File: src/rtl/axis_packet_fifo.sv
// axis_packet_fifo: AXI-Stream FIFO with optional store-and-forward packet mode
module axis_packet_fifo #(
  parameter int DATA_WIDTH  = 32,
  parameter int ID_WIDTH    = 1,
  parameter int DEST_WIDTH  = 1,
  parameter int USER_WIDTH  = 1,
  parameter int DEPTH       = 16,
  parameter int PACKET_MODE = 0
) (
  input  logic                      clk,
  input  logic                      rst,
  input  logic [DATA_WIDTH-1:0]     s_tdata,
  input  logic [DATA_WIDTH/8-1:0]   s_tkeep,
  input  logic [DATA_WIDTH/8-1:0]   s_tstrb,
  input  logic                      s_tlast,
  input  logic [ID_WIDTH-1:0]       s_tid,
  input  logic [DEST_WIDTH-1:0]     s_tdest,
  input  logic [USER_WIDTH-1:0]     s_tuser,
  input  logic                      s_tvalid,
  output logic                      s_tready,
  output logic [DATA_WIDTH-1:0]     m_tdata,
  output logic [DATA_WIDTH/8-1:0]   m_tkeep,
  output logic [DATA_WIDTH/8-1:0]   m_tstrb,
  output logic                      m_tlast,
  output logic [ID_WIDTH-1:0]       m_tid,
  output logic [DEST_WIDTH-1:0]     m_tdest,
  output logic [USER_WIDTH-1:0]     m_tuser,
  output logic                      m_tvalid,
  input  logic                      m_tready,
  output logic [$clog2(DEPTH):0]    count,
  output logic                      oversize
);
  localparam int AW = $clog2(DEPTH);
  localparam int KW = DATA_WIDTH / 8;
  localparam int LB = ID_WIDTH + DEST_WIDTH + USER_WIDTH;
  localparam int WW = DATA_WIDTH + 2 * KW + 1 + LB;
  localparam logic [AW:0] FULL = (AW + 1)'(DEPTH);
  logic [WW-1:0] mem [DEPTH];
  logic [WW-1:0] rd_word;
  logic [AW-1:0] wr_ptr_q, wr_ptr_d, rd_ptr_q, rd_ptr_d;
  logic [AW:0]   count_q, count_d, pkt_q, pkt_d;
  logic          rel_q, rel_d, ovs_q, ovs_d;
  logic          wr, rd, rd_last, hold;
  assign rd_word  = mem[rd_ptr_q];
  assign rd_last  = rd_word[LB];
  assign s_tready = !rst && count_q != FULL;
  assign m_tvalid = !rst && count_q != '0 && (PACKET_MODE == 0 || pkt_q != '0 || rel_q);
  assign wr       = s_tvalid && s_tready;
  assign rd       = m_tvalid && m_tready;
  // a full buffer with no complete packet can never emit one, so force it out
  assign hold     = PACKET_MODE != 0 && count_q == FULL && pkt_q == '0 && !rel_q;
  assign {m_tdata, m_tkeep, m_tstrb, m_tlast, m_tid, m_tdest, m_tuser} = m_tvalid ? rd_word : '0;
  assign count    = rst ? '0 : count_q;
  assign oversize = !rst && ovs_q;
  // next-state for pointers, occupancy, packet count and forced release
  always_comb begin
    wr_ptr_d = wr_ptr_q + AW'(wr);
    rd_ptr_d = rd_ptr_q + AW'(rd);
    count_d  = count_q + (AW + 1)'(wr) - (AW + 1)'(rd);
    pkt_d    = pkt_q + (AW + 1)'(wr && s_tlast) - (AW + 1)'(rd && rd_last);
    rel_d    = hold || (rel_q && !(rd && rd_last));
    ovs_d    = hold;
  end
  // storage array, deliberately left without reset
  always_ff @(posedge clk) begin
    if (wr) mem[wr_ptr_q] <= {s_tdata, s_tkeep, s_tstrb, s_tlast, s_tid, s_tdest, s_tuser};
  end
  // control state registers
  always_ff @(posedge clk) begin
    if (rst) begin
      wr_ptr_q <= '0;
      rd_ptr_q <= '0;
      count_q  <= '0;
      pkt_q    <= '0;
      rel_q    <= 1'b0;
      ovs_q    <= 1'b0;
    end else begin
      wr_ptr_q <= wr_ptr_d;
      rd_ptr_q <= rd_ptr_d;
      count_q  <= count_d;
      pkt_q    <= pkt_d;
      rel_q    <= rel_d;
      ovs_q    <= ovs_d;
    end
  end
endmodule
File: config.mk
export PLATFORM = sky130hd
export DESIGN_NAME = axis_packet_fifo
export DESIGN_NICKNAME = d
export VERILOG_FILES = /design/src/rtl/axis_packet_fifo.sv
export SDC_FILE = /design/constraint.sdc
export NUM_CORES = 1
export LEC_CHECK = 0
export ABC_CLOCK_PERIOD_IN_PS = 20600
export CAP_MARGIN = 10
export CORE_UTILIZATION = 38
export CTS_CLUSTER_SIZE = 10
export DETAILED_ROUTE_END_ITERATION = 16
export PLACE_DENSITY = 0.66
export REMOVE_ABC_BUFFERS = 1
export SLEW_MARGIN = 30
export SYNTH_ARGS = -nofsm -noshare
export SYNTH_HDL_FRONTEND = slang
export SYNTH_SLANG_ARGS = --single-unit
File: constraint.sdc
create_clock -name clk -period 20.6 [get_ports clk]
set_input_delay 3.09 -clock clk [delete_from_list [all_inputs] [get_ports clk]]
set_output_delay 3.09 -clock clk [all_outputs]
set_load 0.03 [all_outputs]
# == Word-level counts from Yosys, hierarchy flattened ==
# Memories as Yosys holds them, arrays and structs flattened. A register that Yosys moved wholly into a read port is not among the register bits.
# Cells that the tools add are included.
# word_totals
reg_bits,13
latchBits,0
ramBits,704
romBits,0
n_memories,1
# classes
n_addsub,4
n_mul,0
n_div,0
order_cmp,0
eq_ne,1
shift,0
mux,5
bitwise,0
n_reduce_logical,6
# memory_table
memory,depth,word_bits,read_ports,rd_clocked_by_memory_dff,wr,line,source
mem,16,44,1,1,1,38,logic [WW-1:0] mem [DEPTH];
# ops
operator,n
$mux W44,1
$add A4 B1 Y4,2
$add A5 B1 Y5,1
$mux W5,1
$ne A5 B5 Y1 const B,1
$reduce_bool A5 Y1,1
$sub A5 B1 Y5,1
$logic_and A1 B1 Y1,4
$mux W4,1
$mux W1,2
$logic_not A1 Y1,1

# == Logic depth before layout (Yosys ltp) ==
# logic_depth
word_depth,5
depth_mapped,13
depth_no_buf,13

# == Worst setup path after synthesis ==
# Ideal clock, no wire load.
# synth_timing
path_type,input to register
start,input port rst
end,"memory mem[0][0] (netlist bit), enable pin"
setup_ns,0.570
arrival_ns,8.692
required_time_ns,20.030
setup_slack_ns,11.337
stages,4
n_path_buf,1
cell_sequence,clkbuf_1 a31oi_1 nand2_1 nor4b_1
# synth_between
elab_chain_cells,5
# synth_lines
item,line,source
"start, declared",11,"input logic rst,"
$logic_not A1 Y1,n/a,
$logic_and A1 B1 Y1,46,assign s_tready = !rst && count_q != FULL;
named net s_tready,20,"output logic s_tready,"
$logic_and A1 B1 Y1,48,assign wr = s_tvalid && s_tready;
$mux W1,66,"if (wr) mem[wr_ptr_q] <= {s_tdata, s_tkeep, s_tstrb, s_tlast, s_tid, s_tdest, s_tuser};"
$mux W1 (not written as such),66,
"end, declared",38,
# The timed path passes the listed nets, and every way through them passes these cells.

# == Worst setup path after layout ==
# layout_timing
start,input port rst
end,output port m_tdata[31]
# layout_between
elab_chain_cells,3
# layout_lines
item,line,source
$logic_not A1 Y1,n/a,
$logic_and A1 B1 Y1,47,assign m_tvalid = !rst && count_q != '0 && (PACKET_MODE == 0 || pkt_q != '0 || rel_q);
$mux W44,52,"assign {m_tdata, m_tkeep, m_tstrb, m_tlast, m_tid, m_tdest, m_tuser} = m_tvalid ? rd_word : '0;"
"end, declared",21,"output logic [DATA_WIDTH-1:0] m_tdata,"
# Every way passes these cells.

==> results.py <==
metrics = {
    "clock_network": {
        "cts_buffer_depth": 3,
        "tritoncts": "yes",
        "numCtsBuffers": 82,
        "postCtsSetupBuffers": 0,
        "post_cts_resized": 0,
        "clk_pin_slew_ps": 50,
        "cts-root-buf": "clkbuf_16",
        "hold_buffers": 0,
        "clock-sinks": 717,
        "htree_levels": 3,
        "insertion_delay_ps": 600,
    },
    "finish": {
        "nNetsFinal": 1421,
        "antenna_cells": 0,
        "multi_input_area_um2": 5791,
        "syn_to_final_growth_pct": 15.85,
        "layout-drive-gt1-share": 0.2603,
        "final_common_cell": "edfxtp_1",
        "register_area_um2": 21410,
        "num-fill-cells": 5883,
        "final_cell_mix": "edfxtp_1 (704), mux4_2 (176), clkdlybuf4s50_1 (98)",
        "final_util": 0.4449,
    },
    "routing": {
        "wire_per_inst_um": 24.13,
        "first_iter_violations": 932,
        "ant_nets": 0,
        "dr.pass1.iters": 7,
        "route.detailed.drc": 0,
        "wirelength_um": 56200,
        "viasPerCell": 5.360,
        "vias": 12480,
    },
    "grt": {
        "use_met3": 0.03062,
        "gr-total-overflow": 0,
        "grt_pass1_vias": 13470,
        "top_usage_layer": "met2",
        "grt_util_met1": 0.2161,
        "grt_use_met2": 0.2481,
        "antenna_found_initial": 4,
        "grt.total_usage": 0.1563,
        "grt_max_degree": 58,
        "grt_pass1_wl_um": 85030,
    },
    "setup_path": {
        "cp_data_arrival_time_ps": 5690,
        "required_ps": 17510,
        "path_class": "in -> out",
        "endpoint_kind": "output pin",
        "start_kind": "input port",
        "cp_max_fo": 44,
    },
    "worst_hold_path": {
        "hold_class": "reg -> reg",
    },
    "place": {
        "post-place-ws_ps": 11800,
        "io_buffers": 98,
        "gp_congestion": 0.6880,
        "dp_hpwl_um": 27290,
    },
    "sta": {
        "rsz0062_at_grt": "false",
        "worst_slew_pin_slew_ps": 936.6,
        "slew_viol_final": 0,
        "timing.final.ws_setup_ps": 11820,
        "skew_ps": 18.69,
        "fmax_ghz": 0.1138,
        "tns_ps": 0,
        "slew_headroom": 0.3756,
        "period_needed_ps": 8785,
        "whs_ps": 601.3,
        "setup_viol": 0,
        "hold_viol_final": 0,
        "period_share": 0.4265,
    },
    "yosys": {
        "synth_cells": 1217,
        "synth_seq_area_share": 0.7796,
        "ys_warn_count": 0,
        "ys_types": 36,
        "ys_seq_elements": 717,
        "syn_avg_cell_area_um2": 22.56,
        "syn_area_um2": 27450,
    },
    "flow_run": {
        "maxCapViolCount": 0,
    },
    "pwr": {
        "power.leakage_nw": 9.702,
        "total_power_mw": 3.336,
        "p_per_area_nw_per_um2": 104.9,
        "peakVddDrop_uv": 58.01,
    },
    "floorplanning": {
        "die_w_um": 270.8,
        "initial_utilization": 0.3840,
        "fp.dieArea_um2": 73320,
        "die_h_um": 270.8,
        "io-pin-count": 100,
        "core_area_um2": 71490,
        "rows": 98,
    },
    "outcome": {
        "status": "complete, no violations",
    },
}
==> final timing paths <==
kind	from	to	slack, ps	cells past startpoint
worst max-delay path	rst	m_tdata[31]	11820	7
worst min-delay path	rd_ptr_q[2]	rd_ptr_q[2]	600	2
worst max register to register	count_q[3]	count_q[4]	17200	13
worst min register to register	rd_ptr_q[2]	rd_ptr_q[2]	600	2
==> registers in the layout, summed over array words and instances, names as in the netlist <==
register	flops
count_q	5
wr_ptr_q	4
rd_ptr_q	4
mem	704
==> synth_stat cells, drive strengths merged <==
cell type / number / area share
edfxtp: 704 / 0.77
mux4: 176 / 0.14
nand2: 91 / 0.012
a22oi: 44 / 0.012
mux2: 44 / 0.018
clkbuf: 33 / 0.0045
buf: 31 / 0.0088
nor2: 22 / 0.0030
dfxtp: 13 / 0.0095
ha: 10 / 0.0046
nor2b: 8 / 0.0018
inv: 6 / 0.00082
nor3: 5 / 0.0011
xnor2: 4 / 0.0013
a21oi: 3 / 0.00055
nand3: 3 / 0.00055
nor4: 3 / 0.00068
nor4b: 3 / 0.0014
xor2: 3 / 0.00096
nand2b: 2 / 0.00046
nand3b: 2 / 0.00055
a21o: 1 / 0.00027
a31oi: 1 / 0.00023
and2: 1 / 0.00023
conb: 1 / 0.00014
fa: 1 / 0.00073
o21ai: 1 / 0.00018
or3: 1 / 0.00023
==> final cells by class <==
cell class	instances	area share
tap	950	0.03738
timing repair buffer	125	0.03785
multi-input combinational	430	0.1821
inverter	6	0.0007082
clock buffer	97	0.06763
sequential	717	0.6733
clock inverter	4	0.001102
==> power by group <==
| part | switching [mW] | leakage (nW) | internal, mW | total, mW |
|---|---|---|---|---|
| clock | 0.513 | 1.07 | 0.724 | 1.24 |
| sequential | 0.0217 | 6.45 | 1.62 | 1.65 |
| combinational | 0.236 | 2.18 | 0.217 | 0.453 |
| total | 0.771 | 9.70 | 2.56 | 3.34 |
==> critical path, stage by stage <==
cell,delay [ps]
clkdlybuf4s50_1,390
buf_4,220
nor4b_4,280
buf_4,640
a22oi_1,190
nand2_1,160
clkdlybuf4s50_1,680
==> per-stage QoR <==
| stage | cells | cell area, um2 |
|---|---|---|
| finish | 2329 | 31800 |
| global route | 2329 | 31800 |
| CTS | 2328 | 31780 |
| detailed placement | 2227 | 29590 |
| global placement | 2227 | 29590 |
| floorplan | 1153 | 27090 |
==> layer usage <==
| metal | part of all wire | up-vias |
|---|---|---|
| met1 | 0.43 | 6646 |
| met4 | 0.023 | 8 |
| li1 | - | 5329 |
| met5 | 0.00094 | - |
| met2 | 0.48 | 407 |
| met3 | 0.066 | 93 |
==> cells by family (layout without fill, tap and decap cells) <==
kind of cell | after synthesis | count (layout) | synth area share
adders and majority gates | 11 | 11 | 0.005287
AOI/OAI and AO/OA | 50 | 50 | 0.01345
buffers and inverters | 70 | 232 | 0.01413
muxes | 220 | 220 | 0.1627
and+or+nand+nor | 141 | 141 | 0.02247
other | 1 | 1 | 0.0001366
xor gates and xnor gates | 7 | 7 | 0.002233
DFF | 717 | 717 | 0.7796
(Power assumes the default switching activity.)
==> variant: new RTL, same flow settings <==
`PACKET_MODE`: 0 -> 1.
--- a/src/rtl/axis_packet_fifo.sv
+++ b/src/rtl/axis_packet_fifo.sv
@@ -6,5 +6,5 @@
   parameter int USER_WIDTH  = 1,
   parameter int DEPTH       = 16,
-  parameter int PACKET_MODE = 0
+  parameter int PACKET_MODE = 1
 ) (
   input  logic                      clk,
Check against the original RTL: not equivalent (Yosys sat finds a counterexample within 4 cycles, from zero or initial values and one cycle with rst high).
==> variant against the original RTL <==
- worst setup slack got worse by 0.00090 ns
- power increased by 3.2%
- routed wire length increased by 9.2%
- non-clock buffer count increased by 7
- area after synthesis increased by 1.8%
- first-iteration DRC count increased by 3.9%
- combinational power increased by 11%
- sequential cell count increased by 7
- final area increased by 2.3%
- count of clock-buffer cells in the layout decreased by 2
- critical endpoint is now m_tkeep[2]
- largest cell class unchanged
==> variant: results (changes against the original RTL) <==
status completed; Initial DRT Pass Iterations 4 (-3); final wirelength 61.3 mm (+9.2%); synth unique cells 35 (-2.8%); Setup crit end m_tkeep[2]; synth top area cells edfxtp_1 76%, mux4_2 16%, dfxtp_1 1.4%, a211oi_1 1.2%, mux2i_1 0.86%; top cells by instance count after synthesis 704 x edfxtp_1, 197 x mux4_2, 44 x a211oi_1, 33 x nor2_1, 30 x nor2b_1; r2r worst-path depth 20 (+7); r2r setup slk 16.27 ns (-0.93 ns); global-route wire length before repair 90.9 mm (+6.8%); crit path DAT 5.70 ns (about the same); largest registers mem (704), count_q (5), pkt_q (5); initial antenna violation count 3 (-1); maximum vdd ir drop 66.8 µV (+15%); crit-path max FO 28 (-36%); Iter 0 DRT Violations 968 (+3.9%); Fill cells 6063 (+3.1%); routability cong. 0.701 (+1.9%); GRT Total Usage 0.168 (+0.0113); Num CTS Buffers 83 (+1.2%); layout cells sized above 1 0.247 (-0.0130); clk_lat worst skew 0.62 ns (+0.02 ns); Leakage 9.75 nW (+0.53%); sw power 0.000831 W (+7.8%); Worst path max stage delay 0.61 ns (-0.07 ns); post-synthesis sequential area ratio 0.771 (-0.00898); Worst slew margin 0.362 (-0.0141); Worst Skew 0.0196 ns (+0.000879 ns); Avg Synthesized Cell Area 22.8 µm² (+1.2%); largest net degree at the start of global routing 106 (+83%); final layout net count 1438 (+1.2%); DP Area 30200 µm² (+2.1%); vias in the first global route 13500 (+0.13%); FF-to-FF End pkt_q[4]; Via-to-Cell Ratio 5.40 (+0.81%); port buffer count 99 (+1.0%)
## variant: worst min path at each step
stage                  to  startpoint  cells after the start  slack [ns]
global placement    rel_q       rel_q                      2        0.46
global route        rel_q       rel_q                      2        0.53
CTS                 rel_q       rel_q                      2        0.47
finish              rel_q       rel_q                      2        0.47
floorplan           rel_q       rel_q                      2        0.44
detailed placement  rel_q       rel_q                      2        0.46
## variant: logic make-up (layout without fill, tap and decap cells)
family | after synthesis | count (layout) | synth area share
flip-flops | 724 | 724 | 0.771
adder cells (fa/ha/maj) | 16 | 16 | 0.00770
other | 0 | 1 | 0
XOR/XNOR | 11 | 11 | 0.00345
AND/OR/NAND/NOR | 113 | 113 | 0.0216
buffers and inverters | 82 | 253 | 0.0146
multiplexers | 222 | 222 | 0.168
AO/OA/AOI/OAI | 56 | 56 | 0.0143
## variant: power by group through the flow
stage	registers (W)	logic [W]	clock network, W
2_1_floorplan	0.00172	0.000347	0
3_3_place_gp	0.00169	0.000503	0
3_5_place_dp	0.00169	0.000511	0
4_1_cts	0.00166	0.000513	0.00130
5_1_grt	0.00166	0.000544	0.00136
6_report	0.00166	0.000502	0.00128
## variant: tightest hold or removal path: stages, from the launching register on
cell,delay [ns]
dfxtp_1,0.31
nand2b_1,0.06
o21bai_1,0.05
## variant: through the flow
step | hold slack, ns | worst slack (ns) | util
after floorplan | 0.444 | 8.56 | -
after global placement | 0.458 | 10.93 | 0.414
after detailed placement | 0.465 | 10.89 | 0.415
after CTS | 0.473 | 10.88 | 0.446
after global routing | 0.528 | 11.66 | 0.447
final | 0.470 | 11.81 | 0.447
## variant: area by class of cell
class / count / area, µm² / share of cell area
Antenna cell: 1 / 2.50 / 0.0000769
Clock inverter: 11 / 134 / 0.00411
Timing Repair Buffer: 132 / 1330 / 0.0410
Clock buffer: 95 / 2140 / 0.0659
Tap cell: 959 / 1200 / 0.0369
Sequential cell: 724 / 21600 / 0.662
Multi-Input combinational cell: 418 / 6110 / 0.188
Inverter: 15 / 56.3 / 0.00173
## variant: layer usage
metal,vias to the layer above,global-route usage,share of wire
li1,5405,-,-
met1,6929,0.226,0.43
met2,301,0.284,0.51
met3,84,0.0270,0.046
met4,6,0.0426,0.015
met5,-,0,0.00057
